**src/rtl/sram_spi_ctrl_pkg.sv**
```systemverilog
// rtl/sram_spi_ctrl_pkg.sv - shared opcodes, frame geometry and FSM encoding for the serial SRAM controller
package sram_spi_ctrl_pkg;

  localparam logic [7:0] CMD_READ   = 8'h03;
  localparam logic [7:0] CMD_WRITE  = 8'h02;
  localparam int         FRAME_BITS = 40;
  localparam int         ADDR_W     = 17;

  typedef enum logic [2:0] {
    ST_IDLE,
    ST_SETUP,
    ST_SHIFT,
    ST_END,
    ST_GAP
  } state_e;

  // Opcode, 24-bit address with the unused top bits zero, then the data byte.
  function automatic logic [FRAME_BITS-1:0] build_frame(input logic              we,
                                                        input logic [ADDR_W-1:0] addr,
                                                        input logic [7:0]        wdata);
    return {(we ? CMD_WRITE : CMD_READ), 7'b0, addr, (we ? wdata : 8'h00)};
  endfunction

endpackage

```
**src/rtl/spi_sck_gen.sv**
```systemverilog
// rtl/spi_sck_gen.sv - half-period divider producing SCK plus tick/rise/fall strobes
module spi_sck_gen #(
  parameter int unsigned CLK_DIV = 2
) (
  input  logic clk,
  input  logic rst,
  input  logic en,
  input  logic toggle_en,
  output logic sck,
  output logic tick,
  output logic rise,
  output logic fall
);

  logic [7:0] cnt_q, cnt_d;
  logic       sck_q, sck_d;

  assign tick = en && (cnt_q == 8'(CLK_DIV - 1));
  assign rise = tick && toggle_en && !sck_q;
  assign fall = tick && toggle_en && sck_q;
  assign sck  = sck_q;

  always_comb begin
    cnt_d = cnt_q;
    sck_d = sck_q;
    if (!en) begin
      cnt_d = '0;
      sck_d = 1'b0;
    end else if (tick) begin
      cnt_d = '0;
      if (toggle_en) sck_d = ~sck_q;
    end else begin
      cnt_d = cnt_q + 8'd1;
    end
  end

  always_ff @(posedge clk) begin
    if (rst) begin
      cnt_q <= '0;
      sck_q <= 1'b0;
    end else begin
      cnt_q <= cnt_d;
      sck_q <= sck_d;
    end
  end

endmodule

```
**src/rtl/sram_spi_ctrl.sv**
```systemverilog
// rtl/sram_spi_ctrl.sv - single-byte read/write controller for an M23A1024 serial SRAM, SPI mode 0
module sram_spi_ctrl
  import sram_spi_ctrl_pkg::*;
#(
  parameter int unsigned CLK_DIV = 2
) (
  input  logic              CLK,
  input  logic              RESET,
  input  logic              REQ,
  input  logic              WE,
  input  logic [ADDR_W-1:0] ADDR,
  input  logic [7:0]        WDATA,
  output logic              BUSY,
  output logic              DONE,
  output logic [7:0]        RDATA,
  output logic              SCK,
  output logic              CS_N,
  output logic              SI_SIO0,
  input  logic              SO_SIO1,
  output logic              HOLD_N_SIO3
);

  state_e                state_q, state_d;
  logic                  we_q, we_d;
  logic [FRAME_BITS-1:0] shift_q, shift_d;
  logic [7:0]            rx_q, rx_d;
  logic [7:0]            rdata_q, rdata_d;
  logic [5:0]            bit_cnt_q, bit_cnt_d;
  logic                  done_q, done_d;

  logic gen_en, gen_toggle, sck, tick, rise, fall, cs_active;

  // The divider also times SETUP/END/GAP; SCK only toggles while the frame is on the wire.
  assign gen_en     = (state_q != ST_IDLE);
  assign gen_toggle = (state_q == ST_SETUP) || (state_q == ST_SHIFT);
  assign cs_active  = (state_q == ST_SETUP) || (state_q == ST_SHIFT) || (state_q == ST_END);

  spi_sck_gen #(.CLK_DIV(CLK_DIV)) u_sck_gen (
    .clk       (CLK),
    .rst       (RESET),
    .en        (gen_en),
    .toggle_en (gen_toggle),
    .sck       (sck),
    .tick      (tick),
    .rise      (rise),
    .fall      (fall)
  );

  always_comb begin
    state_d   = state_q;
    we_d      = we_q;
    shift_d   = shift_q;
    rx_d      = rx_q;
    rdata_d   = rdata_q;
    bit_cnt_d = bit_cnt_q;
    done_d    = 1'b0;

    if (rise) rx_d = {rx_q[6:0], SO_SIO1};

    unique case (state_q)
      ST_IDLE: begin
        if (REQ) begin
          we_d      = WE;
          shift_d   = build_frame(WE, ADDR, WDATA);
          bit_cnt_d = '0;
          state_d   = ST_SETUP;
        end
      end
      ST_SETUP: begin
        if (rise) state_d = ST_SHIFT;
      end
      ST_SHIFT: begin
        if (fall) begin
          shift_d   = {shift_q[FRAME_BITS-2:0], 1'b0};
          bit_cnt_d = bit_cnt_q + 6'd1;
          if (bit_cnt_q == 6'(FRAME_BITS - 1)) state_d = ST_END;
        end
      end
      ST_END: begin
        if (tick) begin
          done_d  = 1'b1;
          if (!we_q) rdata_d = rx_q;
          state_d = ST_GAP;
        end
      end
      ST_GAP: begin
        if (tick) state_d = ST_IDLE;
      end
      default: state_d = ST_IDLE;
    endcase
  end

  always_ff @(posedge CLK) begin
    if (RESET) begin
      state_q   <= ST_IDLE;
      we_q      <= 1'b0;
      shift_q   <= '0;
      rx_q      <= '0;
      rdata_q   <= '0;
      bit_cnt_q <= '0;
      done_q    <= 1'b0;
    end else begin
      state_q   <= state_d;
      we_q      <= we_d;
      shift_q   <= shift_d;
      rx_q      <= rx_d;
      rdata_q   <= rdata_d;
      bit_cnt_q <= bit_cnt_d;
      done_q    <= done_d;
    end
  end

  assign BUSY        = (state_q != ST_IDLE);
  assign DONE        = done_q;
  assign RDATA       = rdata_q;
  assign SCK         = sck;
  assign CS_N        = !cs_active;
  assign SI_SIO0     = cs_active ? shift_q[FRAME_BITS-1] : 1'b0;
  assign HOLD_N_SIO3 = 1'b1;

endmodule

```
**config.mk**
```make
export PLATFORM = sky130hd
export DESIGN_NAME = sram_spi_ctrl
export DESIGN_NICKNAME = d
export VERILOG_FILES = /design/src/rtl/sram_spi_ctrl_pkg.sv /design/src/rtl/spi_sck_gen.sv /design/src/rtl/sram_spi_ctrl.sv
export SDC_FILE = /design/constraint.sdc
export NUM_CORES = 1
export LEC_CHECK = 0
export ABC_AREA = 0
export BUFFER_PORTS_ARGS = -buffer_cell sky130_fd_sc_hd__buf_2
export CAP_MARGIN = 25
export CORE_MARGIN = 4
export CORE_UTILIZATION = 40
export DETAILED_ROUTE_END_ITERATION = 7
export PLACE_DENSITY = 0.59
export SYNTH_ARGS = -nofsm -noshare
export SYNTH_HDL_FRONTEND = slang
export SYNTH_HIERARCHICAL = 1
export SYNTH_SLANG_ARGS = --single-unit
```
**constraint.sdc**
```tcl
create_clock -name CLK -period 2.3 [get_ports CLK]
set_clock_uncertainty 0.1 [all_clocks]
set_input_delay 0.115 -clock CLK [delete_from_list [all_inputs] [get_ports CLK]]
set_output_delay 0.115 -clock CLK [all_outputs]
set_load 0.01 [all_outputs]
```
==> metrics.txt, run 1 <==
top-area cell type share of the netlist area=0.472; multiplexer share of the synthesized area=0.0641; fillcell total=approximately 750; Worst setup EP type=flip-flop; Tcrit/Tclk final=0.917; hold path start=WE; post-layout minimum cycle time=2.11 ns; DRT Wirelength=7220 um; worst-path fanout max=16; post-route cell area=about 4100 um2; All-Layer GR Usage=0.147; clock power share=0.269; Hold/Removal Path Class=in -> reg; first-pass iteration count of the detailed router=4; n_diodes=0; Starting DRT DRC Count=194; NetSw=approximately 1.3 mW; Slew Viols, Final=0; data arrival time of the worst path=2.27 ns; CP Launch Type=flip-flop; ranking of synthesized cells by area=dfxtp_1 (47%), nand2_1 (7.2%), nor2_1 (7.1%), a311oi_1 (6.8%), mux2i_1 (5.3%); Hold Path End=shift_q[3]; Num CTS Buffers=9; largest net degree at the start of global routing=65; Skew-Pair Late Insertion Delay=approximately 0.35 ns; Static Leak=1.54 nW; reg2reg setup slack=0.19 ns; final setup vio count=0; Cell Area, Synth=3220 um2; Post-Syn Area per Cell=~8.5 um2; Compound-Gate Fraction of Synth Area=0.121; Synth warnings=6; TritonCTS clock tree=yes; part of the Yosys area used for sequential elements=0.472; Yosys top cell by area=dfxtp_1; Synth Area in XOR/XNOR=0.0217; Max clock buf depth=2; minimum hold slack=0.0695 ns; vias in the first global route=2622; io pins=44; die area=between 9000 and 10000 um2; worst-case reg-to-reg path depth=10; R2R Path Start=u_sck_gen/cnt_q[1]; Total Nets Final=~480; # H-tree levels=3; fmax=between 0.4 and 0.5 GHz; Cells on Worst Hold Path=3; Area after DPL=3590 um2; Net Sw Frac=0.340; initial antenna violation count=0; share of synthesized cell area in full adder, half adder and majority cells=0.0116; core area=between 7000 and 8000 um2; routed via count=2833; Async S/R FF share, synth=0; total negative slack=0 ns; Site Rows=32; Mapped Cells=378; Worst R2R End=shift_q[9]; Die X-Extent=between 90 and 100 um; Placer Congestion=between 0.8 and 0.9; drt wl/cell=~13 um; dpl hpwl=roughly 4300 um; main combinational cell family by area after synthesis=simple AND/OR/NAND/NOR gates; first-pass GRT wire length=between 10000 and 15000 um; final-report hold violation count=0; max cap viols=0; Avg Vias per Cell=just over 5; power per cell area=around 940 nW/um2; internal power=approximately 2.6 mW; postcts setup bufs=0; Critical Path RT=roughly 2.5 ns; Post-synth EDFFs=0; die span in y=~100 um; syn_nets=roughly 410; kind of critical path=reg -> reg; CTS Root Buffer Type=clkbuf_8; worst vdd ir=between 0.4 and 0.5 mV; synthesized flop and latch total=between 70 and 80; number of clock sinks=76; part of the power in registers=0.410; Post-route DRC=0; Worst-path clk slew=roughly 0.080 ns; fin util=0.531; Unique masters post-synth=44; ys flop type=dfxtp_1; post-synthesis simple-gate area fraction=0.265; port bufs=42; P&R area growth vs syn=28.0%; Comb pwr share=0.320; outcome=finished clean; Remaining Overflow, GRT=0; RSZ-0062 raised after global routing=false; share of layout cells above drive strength 1=0.200; Initial Util=0.415; post-route ant nets=0
-- sequential cells by signal, summed over array words and instances (netlist names) --
register and flops:
shift_q 40, bit_cnt_q 6, we_q 1, state_q 3, u_sck_gen/cnt_q 8, rx_q 8
RDATA 8, DONE 1, u_sck_gen/sck 1
-- stage by stage --
step	power [mW]	std cells	setup slack, ns
floorplan	2.40	378	0.00538
global placement	2.71	507	0.164
detailed placement	2.73	507	0.0919
CTS	3.83	549	0.0757
global route	4.14	551	0.0172
finish	3.89	551	0.191
-- synthesized netlist by cell type, types with 2 or more instances --
master and count:
a21oi_1 17, nor2b_1 2, or3_1 5, xnor2_1 6, xor2_1 2, nand3_2 2
nand2_1 62, a311oi_1 25, nand3_1 25, buf_2 10, mux2i_1 17, nor3_1 6
dfxtp_1 76, o21ai_0 4, a211oi_1 2, nor3b_1 3, ha_1 3, mux2_2 2
nand2b_1 2, nor4b_1 3, inv_1 5, clkbuf_1 17, nor2_1 61
-- per-layer routing --
layer / vias to the layer above / share of wire / GRT usage
met3: 7 / 0.057 / 0.0514
li1: 1436 / - / -
met1: 1327 / 0.46 / 0.183
met2: 63 / 0.47 / 0.244
met4: 0 / 0.0097 / 0.0362
met5: - / 0 / 0
-- kinds of logic after synthesis --
logic type | count (synthesis)
xor gates and xnor gates | 8
and+or+nand+nor | 183
AOI/OAI and AO/OA | 54
adders and majority gates | 3
buffers and inverters | 33
DFF | 76
other | 1
muxes | 20
-- critical path, stage by stage (launching register included) --
cell	delay, ns
dfxtp_1	0.33
inv_1	0.06
ha_1	0.14
nor4b_4	0.22
nand3_2	0.15
nor2_2	0.17
mux2i_4	0.12
nor2_4	0.22
clkbuf_16	0.22
nor2_1	0.05
a311oi_1	0.23
-- worst max-delay path by stage --
stage | to | slack, ns | from
2_1_floorplan | state_q[0] | 0.005 | state_q[2]
3_3_place_gp | state_q[1] | 0.16 | u_sck_gen/cnt_q[0]
3_5_place_dp | state_q[0] | 0.09 | u_sck_gen/cnt_q[0]
4_1_cts | state_q[0] | 0.08 | u_sck_gen/cnt_q[0]
5_1_grt | shift_q[21] | 0.02 | u_sck_gen/cnt_q[1]
6_report | shift_q[9] | 0.19 | u_sck_gen/cnt_q[1]
-- timing repair --
item                                    4_1_cts  5_1_grt
hold buffers                                 26        0
endpoints found under the hold margin        26        0
endpoints found under the setup margin        0       23
gates resized for setup                       0        5
-- power by group through the flow --
stage | clock network [mW] | logic, mW | registers, mW
floorplan | 0 | 0.812 | 1.59
CTS | 1.09 | 1.15 | 1.59
global route | 1.14 | 1.38 | 1.62
detailed placement | 0 | 1.11 | 1.62
global placement | 0 | 1.10 | 1.62
finish | 1.05 | 1.25 | 1.60
-- layout make-up --
cell class,instances,area (um2),share of cell area
clock buffers,10,138,0.0334
clock inverters,6,72.6,0.0176
inverters,5,18.8,0.00455
multi-input cells,269,1590,0.385
flip-flops and latches,76,1520,0.369
well taps,102,128,0.0309
repair buffers,83,656,0.159
-- cells in the final DEF, fill, tap and decap left out, types with 3 or more instances in the layout --
cell type,n
or3_1,4
nor4b_1,3
dlygate4sd3_1,26
o21ai_0,3
mux2i_1,17
buf_2,42
nand2_1,62
dfxtp_1,75
nor2_1,60
nor3_1,6
clkbuf_8,10
buf_12,3
nand3_1,25
clkinv_4,3
ha_1,3
xnor2_1,6
buf_4,10
inv_1,5
a311oi_1,25
a21oi_1,17
Note: power is estimated with default switching activity, not from simulation.
==> run 2: changes to the inputs <==
--- a/config.mk
+++ b/config.mk
@@ -11,7 +11,6 @@
 export CORE_MARGIN = 4
 export CORE_UTILIZATION = 40
 export DETAILED_ROUTE_END_ITERATION = 7
-export PLACE_DENSITY = 0.59
 export SYNTH_ARGS = -nofsm -noshare
 export SYNTH_HDL_FRONTEND = slang
 export SYNTH_HIERARCHICAL = 1
==> run 2 against run 1 <==
- sequential cell count is the same
- maximum frequency down 2.1%
- worst hold slack worse by 0.0082 ns
- register-to-register slack got worse by 0.05 ns
- setup slack lost 0.045 ns
- sequential share of layout area is 0.22 points lower
- critical path type unchanged
- final area rose by 0.52%
- clock power rose by 8%
==> metrics.txt, run 2 (synthesis results as in run 1) <==
Avg Vias per Cell=5.12 (-0.51%); fin util=0.534 (+0.00274); share of layout cells above drive strength 1=0.205 (+0.00485); kind of critical path=reg -> reg; CTS Root Buffer Type=clkbuf_8; die area=9560 um2 (unchanged); first-pass GRT wire length=12200 um (+3.7%); Slew Viols, Final=0 (unchanged); measured slew at the worst slew-check pin=roughly 0.65 ns; Rel. slew slack=0.569; final-report hold violation count=0 (unchanged); P&R area growth vs syn=28.6%; CP max stage delay=0.33 ns (about the same); Static Leak=1.56 nW (+0.97%); initial antenna violation count=0 (unchanged); drt wl/cell=13.1 um (-0.25%); worst vdd ir=0.376 mV (-14%); Initial Util=0.415 (unchanged); Worst-path clk slew=0.09 ns (about the same); fin worst setup slack=0.146 ns (-0.0455 ns); TritonCTS clock tree=yes; post-route ant nets=0 (unchanged); Buffers & Inverters on Critical Path=2 (unchanged); first-pass iteration count of the detailed router=4 (unchanged); routed via count=2839 (+0.21%); power per cell area=955 nW/um2 (+1.1%); All-Layer GR Usage=0.152 (+0.00531); number of clock sinks=76 (unchanged); # placed instances=509 (+0.39%); Max clock buf depth=2 (unchanged); fmax=0.464 GHz (-2.1%); Site Rows=32 (unchanged); vias in the first global route=2720 (+3.7%); dpl hpwl=4430 um (+4.1%); most frequent cells in the layout=dfxtp_1 (76), nand2_1 (62), nor2_1 (60); CP Launch Type=flip-flop; Reg with most FFs=shift_q; Remaining Overflow, GRT=0 (unchanged); Worst setup EP type=flip-flop; Skew-Pair Late Insertion Delay=0.34 ns (about the same); port bufs=42 (unchanged); Critical Path RT=2.45 ns (about the same); Num CTS Buffers=9 (unchanged); max reg flops=40 (unchanged); # H-tree levels=3 (unchanged); Tcrit/Tclk final=0.937 (+0.0198); core area=7770 um2 (unchanged); io pins=44 (unchanged); Total Nets Final=481 (+0.84%); Setup WS pre-CTS=0.0716 ns (-0.0204 ns); DRT Wirelength=7260 um (+0.47%); Design Power=3.96 mW (+1.6%); n_diodes=0 (unchanged); worst-path fanout max=11 (-5); CP top delay family=simple AND/OR/NAND/NOR gates; Hold/Removal Path Class=in -> reg; Placer Congestion=0.791 (-2.2%); Die X-Extent=97.8 um (unchanged); max cap viols=0 (unchanged); final setup vio count=0 (unchanged); Starting DRT DRC Count=134 (-31%); largest net degree at the start of global routing=41 (-37%); die span in y=97.8 um (unchanged); commonest non-fill, non-tap cell in the layout=dfxtp_1; post-route insts no fill=555 (+0.73%); outcome=finished clean; Post-route DRC=0 (unchanged); post-layout minimum cycle time=2.15 ns (+0.0455 ns); data arrival time of the worst path=2.30 ns (+0.03 ns); Crit-path slowest cell=dfxtp_1; crit path cell chain=inv_1 > ha_1 > nor4b_4 > nand3_2 > nor2_2 > mux2i_4 > nor2_4 > buf_4 > nor2_1 > a311oi_1
## run 2: power breakdown
part           total, mW  switching (mW)  internal (mW)
registers           1.59          0.0993           1.49
logic               1.24           0.699          0.536
clock network       1.13           0.490          0.645
## run 2: repair_timing
item                                    in CTS  in global routing
buffers inserted                             0                  3
endpoints found under the setup margin       0                 38
hold buffers                                26                  0
endpoints found under the hold margin       26                  0
gates resized for setup                      0                  5
## run 2: layout make-up
type                            count  area, um2
Clock buffer                       11        141
Clock inverter                      5       85.1
Fill cell                         749       3620
Inverter                            5       18.8
Multi-Input combinational cell    269       1600
Sequential cell                    76       1520
Tap cell                          102        128
Timing Repair Buffer               87        656
## run 2: routing by layer
layer  share of wire  global-route usage
met1            0.50               0.205
met2            0.45               0.241
met3           0.035              0.0329
met4          0.0077              0.0543
met5               0                   0
## run 2: path summary, 6_finish.rpt
path	startpoint	to	slack, ns	cells past startpoint
worst max-delay path	u_sck_gen/cnt_q[1]	shift_q[10]	0.15	10
worst min-delay path	WE	shift_q[2]	0.06	3
worst max register to register	u_sck_gen/cnt_q[1]	shift_q[10]	0.15	10
worst min register to register	shift_q[31]	shift_q[31]	0.35	2
## run 2: worst reg2reg max path: stages, from the launching register on
cell and delay, ns:
dfxtp_1 0.33, inv_1 0.06, ha_1 0.13, nor4b_4 0.22
nand3_2 0.15, nor2_2 0.18, mux2i_4 0.13, nor2_4 0.26
buf_4 0.22, nor2_1 0.06, a311oi_1 0.24
## run 2: metrics by stage
step / hold slack [ns] / cell area (um2) / TNS (ns)
after floorplan: 0.162 / 3230 / 0
after global placement: 0.253 / 3590 / 0
after detailed placement: 0.266 / 3590 / 0
after CTS: 0.0483 / 4080 / 0
after global routing: 0.0499 / 4150 / -0.00425
final: 0.0613 / 4150 / 0
